$ cat config.mk
export PLATFORM = sky130hd
export DESIGN_NAME = l1_l2_arbiter
export DESIGN_NICKNAME = d
export VERILOG_FILES = /design/src/rtl/cache_types_pkg.sv /design/src/rtl/arb_rr_select.sv /design/src/rtl/l1_l2_arbiter.sv
export SDC_FILE = /design/constraint.sdc
export NUM_CORES = 1
export LEC_CHECK = 0
export BUFFER_PORTS_ARGS = -buffer_cell sky130_fd_sc_hd__buf_2
export CORE_AREA = 2 2 534 536
export DETAILED_ROUTE_END_ITERATION = 8
export DIE_AREA = 0 0 536 538
export PLACE_DENSITY_LB_ADDON = 0.25
export SYNTH_ARGS = -nofsm -noshare
export SYNTH_HDL_FRONTEND = slang
export SYNTH_SLANG_ARGS = --single-unit
$ cat constraint.sdc
create_clock -name clk -period 2.35 [get_ports clk]
set_clock_uncertainty 0.05 [all_clocks]
set_input_delay 0.1175 -clock clk [delete_from_list [all_inputs] [get_ports clk]]
set_output_delay 0.1175 -clock clk [all_outputs]
set_load 0.05 [all_outputs]
$ cat src/rtl/cache_types_pkg.sv
// Shared types and helpers for the L1-to-L2 request path.
package cache_types_pkg;

    typedef enum logic [1:0] {IDLE, BUSY, RECOVER} arb_state_t;
    typedef enum logic {CLIENT_I, CLIENT_D} client_t;

    localparam int unsigned LINE_OFFSET_BITS = 5;

    // Clears the byte-within-line offset so L2 only ever sees line addresses.
    function automatic logic [31:0] line_align(input logic [31:0] addr);
        return addr & ~((32'd1 << LINE_OFFSET_BITS) - 32'd1);
    endfunction

endpackage

$ cat src/rtl/arb_rr_select.sv
// Round-robin pick between the I-cache and D-cache request lines.
module arb_rr_select
    import cache_types_pkg::*;
(
    input  logic    req_i,
    input  logic    req_d,
    input  client_t last_grant,
    output client_t grant,
    output logic    valid
);

    // On a tie the client that was not served last wins, so neither can starve.
    always_comb begin
        valid = req_i | req_d;
        grant = CLIENT_I;
        if (req_i && req_d) begin
            grant = (last_grant == CLIENT_I) ? CLIENT_D : CLIENT_I;
        end else if (req_d) begin
            grant = CLIENT_D;
        end
    end

endmodule

$ cat src/rtl/l1_l2_arbiter.sv
// Merges I-cache and D-cache line traffic onto the single l2_cache port,
// one latched transaction at a time, and steers the L2 response back.
module l1_l2_arbiter
    import cache_types_pkg::*;
#(
    parameter int s_line       = 256,
    parameter bit DCACHE_FIRST = 1'b1
) (
    input  logic              clk,
    input  logic              rst,

    input  logic              icache_read,
    input  logic [31:0]       icache_address,
    output logic [s_line-1:0] icache_rdata,
    output logic              icache_resp,

    input  logic              dcache_read,
    input  logic              dcache_write,
    input  logic [s_line-1:0] dcache_wdata,
    input  logic [31:0]       dcache_address,
    output logic [s_line-1:0] dcache_rdata,
    output logic              dcache_resp,

    output logic              l2_read,
    output logic              l2_write,
    output logic [s_line-1:0] l2_wdata,
    output logic [31:0]       l2_address,
    input  logic [s_line-1:0] l2_rdata,
    input  logic              l2_resp
);

    localparam client_t RESET_LAST_GRANT = DCACHE_FIRST ? CLIENT_I : CLIENT_D;

    arb_state_t        state;
    client_t           last_grant;
    client_t           grant_q;
    client_t           sel_grant;
    logic              sel_valid;
    logic              responding;
    logic [s_line-1:0] icache_rdata_q;
    logic [s_line-1:0] dcache_rdata_q;

    arb_rr_select u_select (
        .req_i      (icache_read),
        .req_d      (dcache_read | dcache_write),
        .last_grant (last_grant),
        .grant      (sel_grant),
        .valid      (sel_valid)
    );

    // A response only counts while a transaction is actually outstanding.
    assign responding  = (state == BUSY) && l2_resp && !rst;
    assign icache_resp = responding && (grant_q == CLIENT_I);
    assign dcache_resp = responding && (grant_q == CLIENT_D);

    assign icache_rdata = icache_resp ? l2_rdata : icache_rdata_q;
    assign dcache_rdata = dcache_resp ? l2_rdata : dcache_rdata_q;

    always_ff @(posedge clk) begin
        if (rst) begin
            state          <= IDLE;
            last_grant     <= RESET_LAST_GRANT;
            grant_q        <= CLIENT_I;
            l2_read        <= 1'b0;
            l2_write       <= 1'b0;
            l2_address     <= '0;
            l2_wdata       <= '0;
            icache_rdata_q <= '0;
            dcache_rdata_q <= '0;
        end else begin
            case (state)
                IDLE: begin
                    if (sel_valid) begin
                        grant_q <= sel_grant;
                        state   <= BUSY;
                        if (sel_grant == CLIENT_D) begin
                            // A read+write collision is forwarded as a writeback.
                            l2_address <= line_align(dcache_address);
                            l2_wdata   <= dcache_wdata;
                            l2_write   <= dcache_write;
                            l2_read    <= ~dcache_write;
                        end else begin
                            l2_address <= line_align(icache_address);
                            l2_read    <= 1'b1;
                            l2_write   <= 1'b0;
                        end
                    end
                end
                BUSY: begin
                    if (l2_resp) begin
                        l2_read    <= 1'b0;
                        l2_write   <= 1'b0;
                        last_grant <= grant_q;
                        state      <= RECOVER;
                        if (grant_q == CLIENT_I) begin
                            icache_rdata_q <= l2_rdata;
                        end else begin
                            dcache_rdata_q <= l2_rdata;
                        end
                    end
                end
                RECOVER: begin
                    state <= IDLE;
                end
                default: begin
                    state <= IDLE;
                end
            endcase
        end
    end

    a_dcache_single_op: assert property (
        @(posedge clk) disable iff (rst) !(dcache_read && dcache_write)
    );

endmodule

==> metrics.md, run 1 <==
| Metric | Value |
|---|---|
| Largest family of logic cells by synthesized area | `compound AO/OA/AOI/OAI gates` |
| Async set or reset register ratio after synthesis | `0%` |
| Vias | `35000` |
| Peak Freq | `323 MHz` |
| Core area | `~280000 um2` |
| Post-synthesis compound-gate area fraction | `23.4%` |
| CP Launch Type | `flip-flop` |
| Hold_ws | `0.0883 ns` |
| Cell variety after synth | `32` |
| Count of input and output buffers | `1370` |
| Routability cong. | `0.859` |
| Post-Synth XOR/XNOR Area | `0%` |
| Synth Cell Area | `32700 um2` |
| Nets | `5931` |
| WL/cell | `roughly 22 um` |
| Clock-pin slew on the worst setup and hold paths | `0.06 ns` |
| Finish-stage setup viols | `514` |
| Die Y | `538 um` |
| Met3 Use GR | `3.30%` |
| Critical Path RT | `2.18 ns` |
| Final Slew Violations | `0` |
| Slew headroom | `26.0%` |
| # IOs | `1386` |
| Clock Latency Late Sink | `0.82 ns` |
| Worst VDD drop | `~0.00056 V` |
| Post-synth top area share | `49.1%` |
| Vias in the first global route | `between 30000 and 40000` |
| Max clock buf depth | `4` |
| Drt via density | `3.79` |
| Hold Crit Class | `in2reg` |
| Mux contribution to synthesized area | `17.6%` |
| Fill count | `30700` |
| Final WL | `200000 um` |
| Final ANT Viol Nets | `0` |
| GR Util All Layers | `~13%` |
| Initial DRC count | `1573` |
| Leak | `26.9 nW` |
| Fraction of layout cells with a size suffix above 1 | `44.8%` |
| EDFF count, synth | `0` |
| Final Hold Fails | `0` |
| DRT Pass-1 Iters | `6` |
| Synth Register Bits | `801` |
| Placement Cell Area | `approximately 45000 um2` |
| Critical Path AT | `between 2 and 3 ns` |
| Finished Cell Area | `62800 um2` |
| Critical-path maximum fanout | `8` |
| Die area | `~290000 um2` |
| Setup TNS | `-306.51 ns` |
| Clk sink count | `801` |
| Area delta synth->final | `92.0%` |
| RSZ-0062 raised after global routing | `true` |
| Global-route wire length before repair | `roughly 260000 um` |
| Root Buffer Master | `clkbuf_16` |
| Num CTS Buffers | `107` |
| Reg-to-Reg Start | `last_grant` |
| Post-synth top area cell | `dfxtp_1` |
| Seq/Total Area, Yosys | `49.1%` |
| Final HPWL DP | `between 100000 and 150000 um` |
| Grt ovf | `0` |
| CTS tree | `done` |
| Post-Syn Instances | `a little over 3000` |
| Met2 track demand over resource | `between 20% and 30%` |
| Met1 usage | `14.0%` |
| Failing checks | `setup timing` |
| Post-route minimum period | `3.10 ns` |
| Ranking of synthesized cells by area | `dfxtp_1 (49%), mux2_2 (18%), a22o_1 (14%), a21oi_1 (4.4%), nand3_1 (3.9%)` |
| Busiest layer in global routing | `met2` |
| Worst Tran Pin Value | `around 1.1 ns` |
| Ys Warns | `0` |
| Adder-cell share of the synthesized area | `0%` |
| Period Utilization, post-route | `132%` |
| Status | `complete, but fails checks` |
| Avg Cell Area, Syn | `10.7 um2` |
| Initial Utilization | `a little under an eighth` |
| Drt drc | `0` |
| Initial antenna violation count | `56` |
| Power Dens Cells | `686 nW/um2` |
| Die X | `536 um` |
| CP Capture Type | `output pin` |
| CTS H-tree lvls | `3` |
| Largest net degree at the start of global routing | `153` |
| Cell Rows | `roughly 200` |
| Maxcap violations | `0` |
| Worst setup margin | `-0.745 ns` |
| Hold_sp | `l2_rdata[25]` |
| Ys flop type | `dfxtp_1` |
| Simple-Gate Fraction of Synth Area | `~4.8%` |
| CP Class | `reg2out` |
| Worst setup path start | `state[1]` |
[flip-flops by register name, summed over array words and instances, names as in the netlist]
signal / count
dcache_rdata_q: 256
grant_q: 1
icache_rdata_q: 256
l2_address: 27
l2_read: 1
l2_wdata: 256
l2_write: 1
last_grant: 1
state: 2
[where the power goes]
group,internal (mW),switching (mW)
Clock,10.4,6.98
Combinational,4.07,6.92
Sequential,14.3,0.380
[critical path, cell delays in order (launching register included)]
cell      delay [ns]
dfxtp_2         0.32
nand3b_1        0.24
nor3_4          0.22
buf_12          0.21
buf_16          0.16
buf_12          0.15
buf_16          0.13
mux2_2          0.38
buf_2           0.23
[worst paths after layout]
path	endpoint	slack [ns]	cells after the start
setup / recovery	icache_rdata[106]	-0.75	8
hold / removal	dcache_rdata_q[25]	0.09	3
setup reg to reg	l2_wdata[56]	0.08	5
hold reg to reg	dcache_rdata_q[219]	0.42	1
[cell usage after synthesis, types with 2 or more instances]
cell,count
dfxtp_1,801
a22o_1,512
mux2_2,512
a21oi_1,287
nand3_1,256
o21ai_0,256
buf_2,144
clkbuf_1,114
nand2_1,57
buf_4,49
buf_1,25
a311oi_2,20
a311oi_1,7
buf_6,4
nor2_1,4
a211o_1,2
inv_1,2
nor3_1,2
[repair_timing]
action                                 CTS  global route
gates resized for setup                413          1039
buffers inserted                        35            75
hold buffers                           788             0
endpoints found under the hold margin  800             0
gates cloned                            23            40
setup endpoints to repair              514           515
[cells by family (layout without fill, tap and decap cells)]
group | count (synthesis) | in the layout
flip-flops | 801 | 801
other | 1 | 40
multiplexers | 512 | 512
AO/OA/AOI/OAI | 1091 | 1091
buffers and inverters | 338 | 2698
AND/OR/NAND/NOR | 325 | 325
[per-stage QoR]
stage	instances	worst slack, ns	utilization [%]	power [mW]
after floorplan	3072	0.529	-	20.4
after global placement	8048	-0.0504	15.8	23.8
after detailed placement	8048	-0.0489	15.8	23.8
after CTS	9086	-0.867	20.7	43.0
after global routing	9224	-0.905	22.2	44.7
final	9229	-0.745	22.2	43.1
[layout by cell type, fill, tap and decap left out, types with 5 or more instances in the layout]
master | Yosys | routed
bufbuf_16 | 0 | 8
a21oi_1 | 287 | 286
a22o_1 | 512 | 512
clkinv_4 | 0 | 5
mux2_4 | 0 | 204
nand3_1 | 256 | 256
buf_4 | 49 | 344
o21ai_0 | 256 | 256
bufinv_16 | 0 | 11
diode_2 | 0 | 35
a311oi_2 | 20 | 20
dlygate4sd3_1 | 0 | 788
clkbuf_16 | 0 | 147
buf_16 | 0 | 36
clkbuf_8 | 0 | 21
buf_6 | 4 | 88
dfxtp_1 | 801 | 799
mux2_2 | 512 | 308
clkbuf_1 | 114 | 22
buf_2 | 144 | 959
a311oi_1 | 7 | 7
nand2_1 | 57 | 57
buf_12 | 0 | 58
buf_8 | 0 | 185
clkinv_2 | 0 | 19
conb_1 | 1 | 5
[routing by layer]
metal / wire (um) / vias to the layer above
li1: - / 16200
met1: 78400 / 17100
met2: 100000 / 1394
met3: 13200 / 289
met4: 8550 / 18
met5: 116 / -
[final cells by class]
| cell class | count | area [um2] | share of cell area [%] |
|---|---|---|---|
| Antenna cell | 35 | 87.6 | 0.140 |
| Sequential cell | 801 | 16000 | 25.6 |
| Inverter | 2 | 7.51 | 0.0120 |
| Multi-Input combinational cell | 1933 | 15900 | 25.3 |
| Timing Repair Buffer | 2504 | 22400 | 35.7 |
| Tap cell | 3762 | 4710 | 7.50 |
| Clock buffer | 152 | 3100 | 4.94 |
| Clock inverter | 40 | 553 | 0.881 |
Note: power is estimated with default switching activity, not from simulation.
==> run 2: changes to the inputs <==
--- a/config.mk
+++ b/config.mk
@@ -5,6 +5,7 @@
 export SDC_FILE = /design/constraint.sdc
 export NUM_CORES = 1
 export LEC_CHECK = 0
+export ABC_AREA = 1
 export BUFFER_PORTS_ARGS = -buffer_cell sky130_fd_sc_hd__buf_2
 export CORE_AREA = 2 2 534 536
 export DETAILED_ROUTE_END_ITERATION = 8
==> run 2 against run 1 <==
The run still ends with setup timing left; routed wire length rose by 22%; fmax grew 11%; non-clock buffer count shrank 227; via count increased by 12%; synthesized cell count increased by 47%; flip-flop and latch count is the same; largest cell class unchanged; highest routed layer unchanged.
==> metrics.md, run 2 <==
| Metric | Value |
|---|---|
| Finish-stage setup viols | `514 (unchanged)` |
| Clock Latency Late Sink | `0.83 ns (about the same)` |
| Pint | `28.3 mW (-1.8%)` |
| Area delta synth->final | `87.8%` |
| Failing checks | `setup timing` |
| Critical Path RT | `2.18 ns (about the same)` |
| Fraction of layout cells with a size suffix above 1 | `31.9% (-13 points)` |
| # IOs | `1386 (unchanged)` |
| Final HPWL DP | `185000 um (+29%)` |
| Combinational Power Share | `25.6% (about the same)` |
| CP max-delay cell | `dfxtp_1` |
| Reg-to-Reg Start | `state[1]` |
| Root Buffer Master | `clkbuf_16` |
| Maxcap violations | `0 (unchanged)` |
| EDFF count, synth | `0 (unchanged)` |
| Final Slew Violations | `0 (unchanged)` |
| CP Class | `reg2out` |
| Ranking of synthesized cells by area | `dfxtp_1 (49%), nand2_1 (16%), o21ai_1 (10%), o21ai_0 (5.6%), a21oi_1 (4.0%)` |
| Die Y | `538 um (unchanged)` |
| Most frequent cell after synthesis | `nand2_1` |
| Max clock buf depth | `4 (unchanged)` |
| Final WL | `245000 um (+22%)` |
| Nets | `7131 (+20%)` |
| CTS H-tree lvls | `3 (unchanged)` |
| Synth Cell Area | `32700 um2 (about the same)` |
| Routability cong. | `0.963 (+12%)` |
| FF-to-FF setup slack | `0.01 ns (-0.07 ns)` |
| Cell variety after synth | `22 (-31%)` |
| Post-Syn Instances | `4514 (+47%)` |
| Initial antenna violation count | `94 (+68%)` |
| Seq/Total Area, Yosys | `49.1% (about the same)` |
| Power Dens Cells | `707 nW/um2 (+3.1%)` |
| Worst Tran Pin Value | `1.30 ns (+0.188 ns)` |
| Final core occ | `21.7% (-0.48 points)` |
| Leak | `26.4 nW (-1.7%)` |
| Power share of the clock group | `40.4% (about the same)` |
| Worst setup margin | `-0.427 ns (+0.318 ns)` |
| Hold Path Sink | `l2_wdata[22]` |
| Reg power frac | `34.0% (-0.2 points)` |
| Post-synth top area cell | `dfxtp_1` |
| WL/cell | `23.5 um (+8.3%)` |
| Period Utilization, post-route | `118% (-14 points)` |
| Clock-pin slew on the worst setup and hold paths | `0.07 ns (about the same)` |
| Die X | `536 um (unchanged)` |
| Most frequent cells in the layout | `nand2_1 (1310), buf_2 (1040), dfxtp_1 (799)` |
| Clk sink count | `801 (unchanged)` |
| Avg Cell Area, Syn | `7.24 um2 (-32%)` |
| Ys Warns | `0 (unchanged)` |
| CP peak stage delay | `0.30 ns (-0.08 ns)` |
| Worst VDD drop | `0.000528 V (-6.3%)` |
| Synth Register Bits | `801 (unchanged)` |
| Final Hold Fails | `0 (unchanged)` |
| Switching power of the nets | `15.2 mW (+6.2%)` |
| Async set or reset register ratio after synthesis | `0% (unchanged)` |
| Worst Hold Depth | `4 (+1)` |
| DRT Pass-1 Iters | `5 (-1)` |
| Sw Ratio | `34.9% (+1.7 points)` |
| Initial Utilization | `11.5% (about the same)` |
| Die area | `288000 um2 (unchanged)` |
| GR Util All Layers | `15.9% (+3.4 points)` |
| Count of input and output buffers | `1370 (unchanged)` |
| Post-route minimum period | `2.78 ns (-0.318 ns)` |
| Final ANT Viol Nets | `0 (unchanged)` |
| CP Launch Type | `flip-flop` |
| Finished Cell Area | `61400 um2 (-2.2%)` |
| Num CTS Buffers | `109 (+1.9%)` |
| CP Capture Type | `output pin` |
| Grt ovf | `0 (unchanged)` |
| Drt drc | `0 (unchanged)` |
| Core area | `283000 um2 (unchanged)` |
| CTS tree | `done` |
| Global-route wire length before repair | `321000 um (+22%)` |
| Status | `complete, but fails checks` |
| Ys flop type | `dfxtp_1` |
| Placement Cell Area | `44800 um2 (+0.37%)` |
| Initial DRC count | `2350 (+49%)` |
| Critical-path maximum fanout | `96 (+88)` |
| Critical-path cell list | `inv_2, nand3_4, nor2_4, nand2_8, buf_12, buf_16, o21ai_1, clkbuf_4` |
| Post-synth top area share | `49.1% (about the same)` |
| Vias in the first global route | `37800 (+10%)` |
| FF-to-FF End | `l2_address[15]` |
| Largest regs | `dcache_rdata_q (256), icache_rdata_q (256), l2_wdata (256)` |
| Most frequent cells after synthesis | `nand2_1 (1397), dfxtp_1 (801), o21ai_1 (662)` |
| Slew headroom | `13.4% (-13 points)` |
| Commonest non-fill, non-tap cell in the layout | `nand2_1` |
| Vias | `39300 (+12%)` |
| RSZ-0062 raised after global routing | `true` |
| R2R depth | `9 (+4)` |
| Hold_sp | `dcache_wdata[22]` |
| Critical Path AT | `2.61 ns (-0.32 ns)` |
| Drt via density | `3.77 (-0.49%)` |
| Hold Crit Class | `in2reg` |
| Peak Freq | `360 MHz (+11%)` |
| Cell Rows | `196 (unchanged)` |
| Largest net degree at the start of global routing | `173 (+13%)` |
[run 2: changes by cell type in the layout (fill, tap and decap cells not counted), moves of 126 or more]
cell / change
a22o_1: -512
o21ai_2: +140
nand2_1: +1253
buf_8: -153
buf_6: +126
inv_1: +317
mux2_2: -308
buf_4: -242
o21ai_1: +492
mux2_4: -204
dlygate4sd3_1: -130
[run 2: kinds of logic after synthesis]
family                 Yosys count  synth area share [%]
AOI/OAI and AO/OA             1287                  19.7
buffers and inverters          678                  10.0
DFF                            801                  49.1
other                            1                0.0115
and+or+nand+nor               1747                  21.2
[run 2: how the worst max path moves through the flow]
| stage | startpoint | to | slack [ns] |
|---|---|---|---|
| 2_1_floorplan | state[1] | dcache_rdata[186] | 0.03 |
| 3_3_place_gp | state[1] | icache_rdata[240] | 0.08 |
| 3_5_place_dp | state[1] | icache_rdata[83] | 0.11 |
| 4_1_cts | state[0] | icache_rdata[89] | -0.56 |
| 5_1_grt | state[1] | icache_rdata[61] | -0.55 |
| 6_report | state[1] | icache_rdata[171] | -0.43 |
[run 2: stage by stage]
| step | cells | hold WS (ns) | setup slack, ns | power, mW | TNS (ns) |
|---|---|---|---|---|---|
| 2_1_floorplan | 4518 | 0.232 | 0.0270 | 20.4 | 0 |
| 3_3_place_gp | 9426 | 0.341 | 0.0788 | 24.2 | 0 |
| 3_5_place_dp | 9426 | 0.347 | 0.107 | 24.2 | 0 |
| 4_1_cts | 10400 | 0.000322 | -0.565 | 43.8 | -227.88 |
| 5_1_grt | 10400 | 0.0458 | -0.545 | 45.1 | -232.50 |
| 6_report | 10400 | 0.0836 | -0.427 | 43.4 | -160.36 |
[run 2: final cells by class]
class                           instances  area (um2)
Antenna cell                           35        87.6
Timing Repair Buffer                 2277       20500
Tap cell                             3762        4710
Clock buffer                          165        3280
Sequential cell                       801       16000
Fill cell                           31500      222000
Multi-Input combinational cell       3039       15200
Clock inverter                         31         432
Inverter                              321        1210
[run 2: timing repair]
action                     in CTS  in global routing
hold buffers                  658                  0
gates resized for setup       724                476
pin swaps                       6                  3
hold endpoints to repair      801                  0
setup buffers                  39                 10
cloned                         50                 19
setup endpoints to repair     514                516
[run 2: worst max-delay path: cells and delay by family (launching register included)]
family / cells / cell delay, ns
AND/OR/NAND/NOR: 3 / 0.34
flip-flops: 1 / 0.30
AO/OA/AOI/OAI: 1 / 0.29
buffers and inverters: 4 / 0.69
[run 2: routing by layer]
layer	vias up	share of wire, %	GRT usage, %
met2	1572	43	24.3
met5	-	0.12	0
met4	46	3.2	4.81
met1	18600	42	19.9
met3	304	12	7.25
li1	18800	-	-
[run 2: power groups by stage]
stage	clock network (mW)	registers, mW	logic [mW]
floorplan	0	16.5	3.90
global placement	0	15.0	9.20
detailed placement	0	15.0	9.20
CTS	18.2	14.8	10.9
global route	18.6	14.8	11.7
finish	17.5	14.8	11.1
